`config.mk`:
```
export PLATFORM = sky130hd
export DESIGN_NAME = lane_permute_stage
export DESIGN_NICKNAME = d
export VERILOG_FILES = /design/src/rtl/lane_permute_stage.sv
export SDC_FILE = /design/constraint.sdc
export NUM_CORES = 1
export LEC_CHECK = 0
export ABC_AREA = 1
export BUFFER_PORTS_ARGS = -buffer_cell sky130_fd_sc_hd__buf_2
export CAP_MARGIN = 20
export CORE_ASPECT_RATIO = 0.7
export CORE_MARGIN = 4
export CORE_UTILIZATION = 30
export DETAILED_ROUTE_END_ITERATION = 12
export PLACE_DENSITY_LB_ADDON = 0.2
export SETUP_SLACK_MARGIN = 0.5
export SYNTH_ARGS = -nofsm -noshare
export SYNTH_HDL_FRONTEND = slang
export SYNTH_SLANG_ARGS = --single-unit
```
`constraint.sdc`:
```
create_clock -name clk_i -period 1.2 [get_ports clk_i]
set_input_delay 0.12 -clock clk_i [delete_from_list [all_inputs] [get_ports clk_i]]
set_output_delay 0.12 -clock clk_i [all_outputs]
set_load 0.05 [all_outputs]
```
`src/rtl/lane_permute_stage.sv`:
```
// Two-stage valid/ready pipeline that permutes byte lanes of a beat.
// S1 captures op/sel/data; the S1->S2 transfer applies the lane permutation.
module lane_permute_stage #(
    parameter int LANES  = 8,
    parameter int LANE_W = 8,
    parameter int CNT_W  = 16
) (
    input  logic                     clk_i,
    input  logic                     rst_ni,
    input  logic                     in_valid_i,
    output logic                     in_ready_o,
    input  logic [6:0]               in_op_i,
    input  logic [LANES*3-1:0]       in_sel_i,
    input  logic [LANES*LANE_W-1:0]  in_data_i,
    output logic                     out_valid_o,
    input  logic                     out_ready_i,
    output logic [LANES*LANE_W-1:0]  out_data_o,
    output logic [6:0]               out_op_o,
    output logic                     illegal_o,
    output logic [CNT_W-1:0]         xfer_cnt_o,
    input  logic                     clr_i
);

    typedef enum logic [6:0] {
        ALU_N   = 7'd0,
        ALU_B   = 7'd1,
        ALU_H   = 7'd2,
        ALU_BFP = 7'd3
    } op_e;

    logic                    r_s1_valid;
    logic [6:0]              r_s1_op;
    logic [LANES*3-1:0]      r_s1_sel;
    logic [LANES*LANE_W-1:0] r_s1_data;

    logic                    r_s2_valid;
    logic [6:0]              r_s2_op;
    logic [LANES*LANE_W-1:0] r_s2_data;

    logic                    r_illegal;
    logic [CNT_W-1:0]        r_xfer_cnt;

    logic                    w_s1_advance;
    logic                    w_in_fire;
    logic                    w_out_fire;
    logic [LANE_W-1:0]       w_lane [LANES];
    logic [LANES*LANE_W-1:0] w_perm;

    assign w_s1_advance = r_s1_valid && (!r_s2_valid || out_ready_i);
    assign in_ready_o   = !r_s1_valid || w_s1_advance;
    assign w_in_fire    = in_valid_i && in_ready_o;
    assign w_out_fire   = r_s2_valid && out_ready_i;

    always_comb begin
        // NOTE: every output of a comb block gets a default first, so no path leaves it unassigned and infers a latch.
        w_perm = r_s1_data;
        for (int k = 0; k < LANES; k++) begin
            w_lane[k] = r_s1_data[LANE_W*k +: LANE_W];
        end
        if (r_s1_op <= ALU_H) begin
            for (int k = 0; k < LANES; k++) begin
                w_perm[LANE_W*k +: LANE_W] = w_lane[r_s1_sel[3*k +: 3]];
            end
        end
    end

    // NOTE: the data registers are reset too, because out_data_o/out_op_o must read 0 while rst_ni is low.
    always_ff @(posedge clk_i or negedge rst_ni) begin
        if (!rst_ni) begin
            r_s1_valid <= 1'b0;
            r_s1_op    <= '0;
            r_s1_sel   <= '0;
            r_s1_data  <= '0;
        end else if (w_in_fire) begin
            // NOTE: state uses non-blocking assignments so every register samples pre-edge values.
            r_s1_valid <= 1'b1;
            r_s1_op    <= in_op_i;
            r_s1_sel   <= in_sel_i;
            r_s1_data  <= in_data_i;
        end else if (w_s1_advance) begin
            r_s1_valid <= 1'b0;
        end
    end

    always_ff @(posedge clk_i or negedge rst_ni) begin
        if (!rst_ni) begin
            r_s2_valid <= 1'b0;
            r_s2_op    <= '0;
            r_s2_data  <= '0;
        end else if (w_s1_advance) begin
            r_s2_valid <= 1'b1;
            r_s2_op    <= r_s1_op;
            r_s2_data  <= w_perm;
        end else if (w_out_fire) begin
            r_s2_valid <= 1'b0;
        end
    end

    // Clear has priority over a same-cycle set or increment.
    always_ff @(posedge clk_i or negedge rst_ni) begin
        if (!rst_ni) begin
            r_illegal  <= 1'b0;
            r_xfer_cnt <= '0;
        end else if (clr_i) begin
            r_illegal  <= 1'b0;
            r_xfer_cnt <= '0;
        end else begin
            if (w_in_fire && (in_op_i > ALU_BFP)) begin
                r_illegal <= 1'b1;
            end
            if (w_out_fire) begin
                r_xfer_cnt <= r_xfer_cnt + CNT_W'(1);
            end
        end
    end

    assign out_valid_o = r_s2_valid;
    assign out_data_o  = r_s2_data;
    assign out_op_o    = r_s2_op;
    assign illegal_o   = r_illegal;
    assign xfer_cnt_o  = r_xfer_cnt;

endmodule

```
After elaboration in Yosys (flattened, before gate mapping) --
Cells that the tools add are included.
Storage, ports and cells: register bits after elaboration 185, input port bits 100, output and inout port bits 90, logic and storage cells 73
Cells by class: add/subtract/negate cells 1, magnitude comparators 10, mux-type cells 33, bitwise logic cells 8, reduce and logical (&&, ||, !) cells 12
Operator list (count):
- 8-bit binary-select mux with 3-bit select | 8
- 8-bit two-way mux | 16
- 64-bit two-way mux | 1
- 4-bit >= comparator (second input constant) | 8
- 16-bit two-way mux | 2
- 3-bit NOT with 4-bit output | 8
- 16-bit by 1-bit adder with 16-bit output (second input constant) | 1
- 2-bit nonzero test | 4
- 7-bit by 2-bit greater-than comparator with 1-bit output (second input constant) | 1
- 7-bit by 2-bit <= comparator with 1-bit output (second input constant) | 1
- 1-bit two-way mux | 6
- 1-bit logical AND | 4
- 1-bit logical NOT | 2
- 1-bit logical OR | 2

Depth between registers and ports, before layout --
Gate-level depths: netlist of run 1.
depth in word-level cells 8, gate-level depth with buffers 8, gate-level depth less buffers 8

Worst setup path after synthesis of run 1 --
OpenSTA, ideal clock, no wires.
path kind register to register, start reg r_s2_valid (netlist: out_valid_o), end reg r_s1_sel[5], library setup time 129 ps, arrival time 1743 ps, data required time 1071 ps, path slack -673 ps, cell stages (with the launch flop) 8, path buffers 2, clock period less this slack 1873 ps, cell sequence dfrtp_1 > nand3_2 > nand2_2 > inv_2 > buf_6 > buf_2 > nand2_1 > o21ai_2
On the way: longest elaborated chain between the ends 5
Ends and longest elaborated chain:
- from (decl) | line 36 | logic r_s2_valid;
- from (signal assigned) | line 87 | r_s2_valid <= 1'b0;
- from (signal assigned) | line 91 | r_s2_valid <= 1'b1;
- from (signal assigned) | line 95 | r_s2_valid <= 1'b0;
- 1-bit logical NOT | line 49 | assign w_s1_advance = r_s1_valid && (!r_s2_valid || out_ready_i);
- 1-bit logical OR | line 49
- 1-bit logical AND | line 49
- 1-bit logical OR | line 50 | assign in_ready_o = !r_s1_valid || w_s1_advance;
- via in_ready_o | line 11 | output logic in_ready_o,
- 1-bit logical AND | line 51 | assign w_in_fire = in_valid_i && in_ready_o;
- to (signal assigned) | line 78 | r_s1_sel <= in_sel_i;
- to (decl) | line 33 | logic [LANES*3-1:0] r_s1_sel;
The timed path passes the listed nets, and every way through them passes these cells. A chain may end at the register's enable or synchronous reset.

Worst setup path in the final report of run 1 --
start reg r_s1_op[2], end reg r_s2_data[44] (netlist: out_data_o[44])
On the way: longest elaborated chain between the ends 2
Ends and longest elaborated chain:
- from (decl) | line 32 | logic [6:0] r_s1_op;
- from (signal assigned) | line 77 | r_s1_op <= in_op_i;
- 7-bit by 2-bit <= comparator with 1-bit output | line 60 | if (r_s1_op <= ALU_H) begin
- 64-bit two-way mux | line 60
- to (signal assigned) | line 93 | r_s2_data <= w_perm;
- to (decl) | line 38 | logic [LANES*LANE_W-1:0] r_s2_data;
No other way between the ends.

==> results of run 1 <==
cells in the mapped netlist:
| library cell | n |
|---|---|
| sky130_fd_sc_hd__o21ai_0 | 21 |
| sky130_fd_sc_hd__nand2_2 | 2 |
| sky130_fd_sc_hd__nor3_2 | 2 |
| sky130_fd_sc_hd__nand3_1 | 463 |
| sky130_fd_sc_hd__nor2_2 | 2 |
| sky130_fd_sc_hd__nand4_1 | 1 |
| sky130_fd_sc_hd__dfrtp_1 | 185 |
| sky130_fd_sc_hd__o21ai_1 | 28 |
| sky130_fd_sc_hd__ha_1 | 1 |
| sky130_fd_sc_hd__nand2_1 | 655 |
| sky130_fd_sc_hd__nor3_1 | 7 |
| sky130_fd_sc_hd__nand3_2 | 1 |
| sky130_fd_sc_hd__nor3b_1 | 1 |
| sky130_fd_sc_hd__buf_4 | 35 |
| sky130_fd_sc_hd__clkbuf_1 | 27 |
| sky130_fd_sc_hd__nor2_1 | 218 |
| sky130_fd_sc_hd__inv_1 | 32 |
| sky130_fd_sc_hd__a21oi_1 | 69 |
| sky130_fd_sc_hd__clkinv_1 | 76 |
| sky130_fd_sc_hd__buf_1 | 2 |
| sky130_fd_sc_hd__nor4_1 | 1 |
| sky130_fd_sc_hd__o21ai_2 | 58 |
| sky130_fd_sc_hd__inv_2 | 7 |
| sky130_fd_sc_hd__buf_6 | 19 |
| sky130_fd_sc_hd__buf_2 | 56 |
state kept, by name (all words and copies together), names as in the netlist:
register	cells
illegal_o	1
out_data_o	64
out_op_o	7
out_valid_o	1
r_s1_data	64
r_s1_op	7
r_s1_sel	24
r_s1_valid	1
xfer_cnt_o	16
final timing paths:
| check | to | slack (ns) | from | depth (start not counted) |
|---|---|---|---|---|
| max in group asynchronous | out_data_o[47]$_DFFE_PN0P_ | 0.48 | rst_ni | 3 |
| setup reg to reg | out_data_o[44]$_DFFE_PN0P_ | -0.34 | r_s1_op[2]$_DFFE_PN0P_ | 9 |
| hold / removal | out_data_o[59]$_DFFE_PN0P_ | -0.48 | rst_ni | 1 |
| min in group clk_i | xfer_cnt_o[0]$_DFFE_PN0P_ | -0.02 | clr_i | 4 |
| setup / recovery | out_data_o[44]$_DFFE_PN0P_ | -0.34 | r_s1_op[2]$_DFFE_PN0P_ | 9 |
| hold reg to reg | out_op_o[0]$_DFFE_PN0P_ | 0.52 | out_op_o[0]$_DFFE_PN0P_ | 2 |
worst max-delay path: stages (launching register included):
cell and delay (ns):
sky130_fd_sc_hd__dfrtp_1 0.41, sky130_fd_sc_hd__inv_2 0.08, sky130_fd_sc_hd__nand3_4 0.08, sky130_fd_sc_hd__nor2_4 0.10, sky130_fd_sc_hd__buf_12 0.13, sky130_fd_sc_hd__buf_12 0.15, sky130_fd_sc_hd__buf_12 0.12, sky130_fd_sc_hd__clkbuf_16 0.15
sky130_fd_sc_hd__nand3_2 0.08, sky130_fd_sc_hd__a21oi_2 0.13
power by group:
part / leakage (nW) / switching (mW) / internal (mW)
registers: 2.14 / 1.06 / 7.72
clock network: 0.291 / 2.95 / 3.03
logic: 7.61 / 11.7 / 7.99
total: 10.0 / 15.7 / 18.7
per-layer routing:
| layer | GRT usage, % | wire length [um] | vias to the layer above |
|---|---|---|---|
| li1 | - | - | 7473 |
| met1 | 38.0 | 27100 | 7583 |
| met2 | 40.5 | 27700 | 861 |
| met3 | 5.44 | 6090 | 170 |
| met4 | 9.78 | 2370 | 0 |
| met5 | 0 | 0 | - |
cells by family (layout without fill, tap and decap cells):
family                   after synthesis  count (layout)  synth area share (%)
AND/OR/NAND/NOR                     1353            1353                  44.8
AO/OA/AOI/OAI                        176             176                  8.62
buffers and inverters                254             800                  10.2
adder cells (fa/ha/maj)                1               1                0.0982
flip-flops                           185             185                  36.3
layout make-up:
type | count | area share [%]
Timing Repair Buffer | 653 | 33.3
Sequential cell | 185 | 22.2
Multi-Input combinational cell | 1530 | 36.3
Clock inverter | 13 | 0.754
Clock buffer | 19 | 2.07
Tap cell | 544 | 3.18
Inverter | 115 | 2.20
stage by stage:
step           cells  setup slack (ns)  hold WS, ns  TNS (ns)  util, %
2_1_floorplan   1969            -0.322       -0.176    -37.57        -
4_1_cts         3049            -0.321       -0.507    -40.69     50.5
5_1_grt         3059            -0.405       -0.497    -55.79     51.5
3_3_place_gp    2860            -0.267       0.0110    -15.16     41.2
6_report        3059            -0.337       -0.485    -42.82     51.5
3_5_place_dp    2860            -0.294       0.0111    -17.18     41.2
cell usage in the layout (no fill, tap or decap), types with 2 or more instances in the layout:
master / count
sky130_fd_sc_hd__buf_16: 16
sky130_fd_sc_hd__nand3_1: 437
sky130_fd_sc_hd__clkbuf_16: 18
sky130_fd_sc_hd__buf_12: 100
sky130_fd_sc_hd__nand2_2: 49
sky130_fd_sc_hd__nor3_2: 2
sky130_fd_sc_hd__buf_4: 193
sky130_fd_sc_hd__nand2_1: 560
sky130_fd_sc_hd__o21ai_0: 3
sky130_fd_sc_hd__buf_2: 98
sky130_fd_sc_hd__clkbuf_8: 2
sky130_fd_sc_hd__dfrtp_1: 95
sky130_fd_sc_hd__nand3_4: 6
sky130_fd_sc_hd__inv_6: 5
sky130_fd_sc_hd__nand2_4: 46
sky130_fd_sc_hd__nor3_1: 4
sky130_fd_sc_hd__dlygate4sd3_1: 97
sky130_fd_sc_hd__nor2_4: 7
sky130_fd_sc_hd__buf_6: 126
sky130_fd_sc_hd__clkinv_8: 3
sky130_fd_sc_hd__clkinv_1: 76
sky130_fd_sc_hd__o21ai_2: 76
sky130_fd_sc_hd__inv_2: 8
sky130_fd_sc_hd__nand2_8: 2
sky130_fd_sc_hd__nor2_1: 197
sky130_fd_sc_hd__nand3_2: 21
sky130_fd_sc_hd__clkinv_4: 3
sky130_fd_sc_hd__nor2_2: 16
sky130_fd_sc_hd__a21oi_2: 14
sky130_fd_sc_hd__a21oi_1: 55
sky130_fd_sc_hd__buf_8: 21
sky130_fd_sc_hd__nor3_4: 3
sky130_fd_sc_hd__inv_8: 2
sky130_fd_sc_hd__dfrtp_2: 90
sky130_fd_sc_hd__inv_1: 27
sky130_fd_sc_hd__o21ai_1: 27
repair_timing:
| item | in CTS | in global routing |
|---|---|---|
| setup endpoints to repair | 275 | 283 |
| pin swaps | 39 | 32 |
| gates resized for setup | 451 | 82 |
| buffers inserted | 46 | 9 |
| cloned | 14 | 1 |
| endpoints found under the hold margin | 274 | 148 |
==> results, run 1 <==
- The maximum number of pins on one net before global-route repair is between 60 and 70.
- The synthesized design spends more area on one cell type than any other, namely sky130_fd_sc_hd__dfrtp_1.
- For this design, the sink count on the clock tree is between 150 and 200.
- The number of design rule violations left after detail routing is 0.
- After floorplanning, the core was sized to cover a little over 40000 um^2.
- The clock reaches the later pin of the worst-skew pair after 0.47 ns.
- Across the run, the number of max-cap violations was 0.
- After routing the design area is between 20000 and 25000 um^2.
- The post-synthesis average cell area is 6.47 um^2.
- Sorting the synthesized cells by area gives the leading types as sky130_fd_sc_hd__dfrtp_1 36%, sky130_fd_sc_hd__nand2_1 19%, sky130_fd_sc_hd__nand3_1 18%, sky130_fd_sc_hd__nor2_1 6.4%, sky130_fd_sc_hd__o21ai_2 4.0%.
- The critical setup path kind is flop to flop.
- Total power for the finished layout comes to roughly 34 mW.
- The slew at the pin closest to its max-slew limit is 0.409 ns.
- The initial antenna violation count came to 0.
- After filler insertion, the fill cell instance count of the layout stands at ~3800.
- Relative to the synthesized area, the layout overhead comes to 67.9%.
- After detailed routing, the number of vias per cell comes to between 5 and 6.
- The register cell area after layout is 4740 um^2.
- CTS built an H-tree with a depth of 4.
- The count of final hold-check violations came to ~170.
- The post-route clock skew is 0.0150 ns.
- The number of hold buffers added after cts is between 90 and 100.
- From bottom edge to top edge, the die measures 180 um.
- TritonCTS built the clock tree.
- The power per unit of standard cell area is ~1600 nW/um^2.
- The area of the mapped netlist is ~13000 um^2.
- Setup repair after global routing could not meet its margin everywhere.
- The minimum clock period is around 1.5 ns.
- The tree is rooted in a sky130_fd_sc_hd__clkbuf_16.
- When the netlist entered floorplanning its net count stood at 2070.
- The worst path uses 128% of the clock period.
- The number of different library cells in the post-synthesis netlist is 25.
- The fraction of the yosys area taken by sequential cells is approximately 36%.
- No sink is reached through more buffers than the 2 on the longest clock path.
- Measured against its own limit, the worst slew margin works out to about 73%.
- The total global-route track usage is roughly 27%.
- The clock transition at the registers of the reported paths is approximately 0.090 ns.
- The path class of the lowest-slack min-delay path is input pin to async pin.
- Across all hold checks on the routed design, the worst slack comes to -0.485 ns.
- The flip-flop and latch count after synthesis is between 150 and 200.
- Routability-driven placement finished with a final weighted congestion of about 0.91.
- The maximum fanout along the worst path is 8.
- After the first detailed-routing iteration, the DRC count stood at a little over 2000.
- The per-cell routed wire length is just over 20 um.
- The number of global-route vias before repair is 15400.
- The first-pass GRT wire length is around 94000 um.
- The HPWL after detailed placement is around 40000 um.
- The width of the chip is between 200 and 300 um.
- The cell count after synthesis is 1969.
- The multi-input combinational cells in the finished layout cover a total of 7770 um^2.
- The critical path data arrival time is 1.93 ns.
- The number of buffers inserted by port buffering is 189.
- The die area is between 40000 and 50000 um^2.
- The maximum ir drop on the vdd rail is between 1000 and 1500 uV.
- The layout net count is 2603.
- For this run, the detailed router's first-pass iteration total came to 6.
- The kind of start point of the critical path is a flop.
- The final worst slack is -0.337 ns.
- The top cell type's share of synthesized area is between 30% and 40%.
- The total global routing overflow is 0.
- The run finished, with violations left.
- In the final layout, the share of cells above drive strength 1 is about 37%.
- The initial utilization of the core area, before any placement, comes to between 30 and 40%.
- The final count of negative-setup-slack endpoints is 185.
- In this run the remaining antenna-violating nets after routing total 0.
- The final-report max-slew violation count is 0.
- The leakage power of the design is between 10 and 15 nW.
- The final reports fail on negative hold slack, negative setup slack.
- TritonCTS created 17 clock buffers.
- The number of antenna diodes in the final layout is 0.
- For this block, the routed nets add up to about 63000 um of wire.
- Based on the critical path, the design can be clocked at up to about 650 MHz.
- Detailed routing inserted a total of 16100 vias.
- The placed instance area is between 15000 and 20000 um^2.
- 190 I/O pins were placed.
- The kind of end point of the critical path is a flop.
- The initialized floorplan defines between 60 and 70 standard-cell rows.
- For the worst setup path, the data required time is ~1.6 ns.
- During synthesis, Yosys emitted a total of 0 warnings.
(Power assumes the default switching activity.)
==> run 2: changes to the inputs <==
--- a/config.mk
+++ b/config.mk
@@ -9,7 +9,6 @@
 export BUFFER_PORTS_ARGS = -buffer_cell sky130_fd_sc_hd__buf_2
 export CAP_MARGIN = 20
 export CORE_ASPECT_RATIO = 0.7
-export CORE_MARGIN = 4
 export CORE_UTILIZATION = 30
 export DETAILED_ROUTE_END_ITERATION = 12
 export PLACE_DENSITY_LB_ADDON = 0.2
==> results, run 2 (synthesis gave the netlist of run 1 again) <==
- The run finished, with violations left.
- The final reports fail on negative hold slack, negative setup slack.
- The kind of end point of the critical path is a flop.
- The internal portion of total power is 18.6 mW.
- STA classifies the critical path startpoint as a flop.
- No sink is reached through more buffers than the 2 on the longest clock path.
- The total global-route track usage is approximately 28%.
- In this run the horizontal extent of the chip is 248 um.
- The combinational group share of total power is 56.6%.
- The number of global-route vias before repair is roughly 15000.
- The HPWL reported at the end of detailed placement is between 40000 and 50000 um.
- The die is 174 um tall.
- The tree built by TritonCTS fans out to around 190 sinks.
- The count of final hold-check violations is roughly 180.
- The first global-routing pass estimated between 90000 and 100000 um of wire.
- In this run, CTS created clock tree buffers numbering 17.
- The die area is about 43000 um^2.
- The final-report max-slew violation count is 0.
- The clock transition at the registers of the reported paths is ~0.08 ns.
- For this design the total switching power over the nets is approximately 15 mW.
- The via total after detailed routing is 16100.
- The maximum fanout along the worst path is 8.
- TritonCTS built the clock tree.
- Summed over all layers, the global routing overflow is 0.
- The relative contribution of the clock network to total power is between 10% and 20%.
- The first-iteration detailed-routing DRC count is 1992.
- The data required time of the critical path is between 1.5 and 2 ns.
- The tightest hold path in the finished design has a slack of -0.376 ns.
- The final count of negative-setup-slack endpoints is between 150 and 200.
- The average vias per placed instance is roughly 5.3.
- Setup repair after global routing could not meet its margin everywhere.
- The count of cells in the finished layout, fillers not included, comes to about 3100.
- In the layout the commonest cells are 582 x sky130_fd_sc_hd__nand2_1, 448 x sky130_fd_sc_hd__nand3_1, 205 x sky130_fd_sc_hd__buf_4.
- The area growth from synthesis to layout is 64.0%.
- The count of placed standard cells including taps is between 2000 and 3000.
- The number of design rule violations left after detail routing is 0.
- The maximum number of pins on one net before global-route repair is 44.
- The filler cells instantiated in the layout total approximately 3900.
- The per-cell routed wire length is between 20 and 25 um.
- The max capacitance violation total is 0.
- The critical setup path kind is flop to flop.
- The switching power as a share of total power is 45.2%.
- The peak clock frequency supported by timing is between 600 and 700 MHz.
- The number of hold buffers added after cts is 96.
- The final wirelength is 62200 um.
- The most common library cell in the layout ignoring fill and taps is sky130_fd_sc_hd__nand2_1.
- For this configuration, the core starts out at a cell density of approximately 31%.
- The power per unit of standard cell area is around 1600 nW/um^2.
- For this design the top-level I/O count stands at 190.
- The initial antenna violation count is 3.
- The critical path data arrival time is between 1.5 and 2 ns.
- The final weighted congestion of routability-driven global placement is approximately 0.93.
- Registers are responsible for between 20% and 30% of the overall power.
- In the final layout, the share of cells above drive strength 1 is 34.9%.
- The clock latency of the later-clocked register in the worst-skew pair is ~0.47 ns.
- The initialized floorplan defines between 60 and 70 standard-cell rows.
- The number of H-tree branching levels is 4.
- The clock tree root driver cell is sky130_fd_sc_hd__clkbuf_16.
- The region available for standard cell placement spans 41400 um^2.
- The detailed-routing iteration count for the pre-antenna-repair pass is 6.
- The antenna violation net count after detailed routing is 0.
- Measured against its own limit, the worst slew margin works out to 68.7%.
- The reg-to-reg startpoint is r_s1_op[2]$_DFFE_PN0P_.
- The final period utilization is 121%.
- The maximum ir drop on the vdd rail is around 1100 uV.
- The path class of the tightest hold or removal check is input pin to async pin.
- For the final database, setup skew stands at approximately 0.016 ns.
- The slew at the pin closest to its max-slew limit is approximately 0.47 ns.
- The minimum clock period is approximately 1.5 ns.
- In the post-route analysis, the smallest setup slack over all paths is -0.256 ns.
- The most critical setup path has its startpoint at r_s1_op[2]$_DFFE_PN0P_.
- In this run the tool buffered the top-level ports with 189 buffer cells.
- The net count of the finished layout is 2597.
- The leakage power of the design is 9.88 nW.
[run 2: critical path: stages (launching register included)]
cell and delay (ns):
sky130_fd_sc_hd__dfrtp_1 0.40, sky130_fd_sc_hd__inv_2 0.07, sky130_fd_sc_hd__nand3_2 0.09, sky130_fd_sc_hd__nor2_4 0.15
sky130_fd_sc_hd__buf_12 0.13, sky130_fd_sc_hd__clkbuf_16 0.15, sky130_fd_sc_hd__buf_8 0.13, sky130_fd_sc_hd__nand3_1 0.12
sky130_fd_sc_hd__a21oi_2 0.14
[run 2: stage by stage]
step                      utilization (%)  setup slack, ns  total power [mW]  cell area [um^2]  TNS [ns]
final                                50.4           -0.256              33.9             20900    -27.76
after global routing                 50.4           -0.340              35.5             20900    -39.39
after CTS                            48.6           -0.266              32.9             20100    -25.20
after detailed placement             41.0           -0.242              24.9             17000    -15.52
after global placement               41.0           -0.202              24.8             17000    -11.96
after floorplan                         -           -0.322              18.1             13000    -37.57
[run 2: worst paths after layout]
path | slack (ns) | depth (start not counted) | to
worst max-delay path | -0.26 | 8 | out_data_o[17]$_DFFE_PN0P_
worst min-delay path | -0.38 | 1 | r_s1_sel[18]$_DFFE_PN0P_
worst max register to register | -0.26 | 8 | out_data_o[17]$_DFFE_PN0P_
worst min register to register | 0.52 | 2 | r_s1_op[2]$_DFFE_PN0P_
max in group asynchronous | 1.02 | 2 | out_data_o[21]$_DFFE_PN0P_
min in group clk_i | -0.02 | 3 | illegal_o$_DFFE_PN0P_
[run 2: power groups by stage]
| stage | clock network, mW | registers, mW | logic [mW] |
|---|---|---|---|
| 6_report | 5.96 | 8.77 | 19.2 |
| 5_1_grt | 6.34 | 8.90 | 20.3 |
| 4_1_cts | 6.08 | 8.72 | 18.1 |
| 3_5_place_dp | 0 | 8.65 | 16.2 |
| 3_3_place_gp | 0 | 8.65 | 16.1 |
| 2_1_floorplan | 0 | 11.5 | 6.59 |
[run 2: area by class of cell]
type	count	area, um^2	area share, %
Multi-Input combinational cell	1530	7550	36.1
Timing Repair Buffer	647	6880	32.9
Sequential cell	185	4740	22.7
Tap cell	544	681	3.26
Inverter	115	449	2.15
Clock buffer	19	433	2.07
Clock inverter	13	155	0.743
Antenna cell	1	2.50	0.0120
[run 2: what timing repair did]
item                                    CTS  global route
setup buffers                            30            28
pin swaps                                19            32
hold endpoints to repair                240            30
endpoints found under the setup margin  275           275
cloned                                    6             6
gates resized for setup                 344           126
[run 2: per-layer routing]
layer | share of wire [%] | vias up | track usage (%)
met3 | 9.7 | 150 | 6.08
met5 | 0.021 | - | 0
met2 | 44 | 829 | 42.1
met1 | 43 | 7631 | 40.2
li1 | - | 7447 | -
met4 | 3.3 | 2 | 8.71
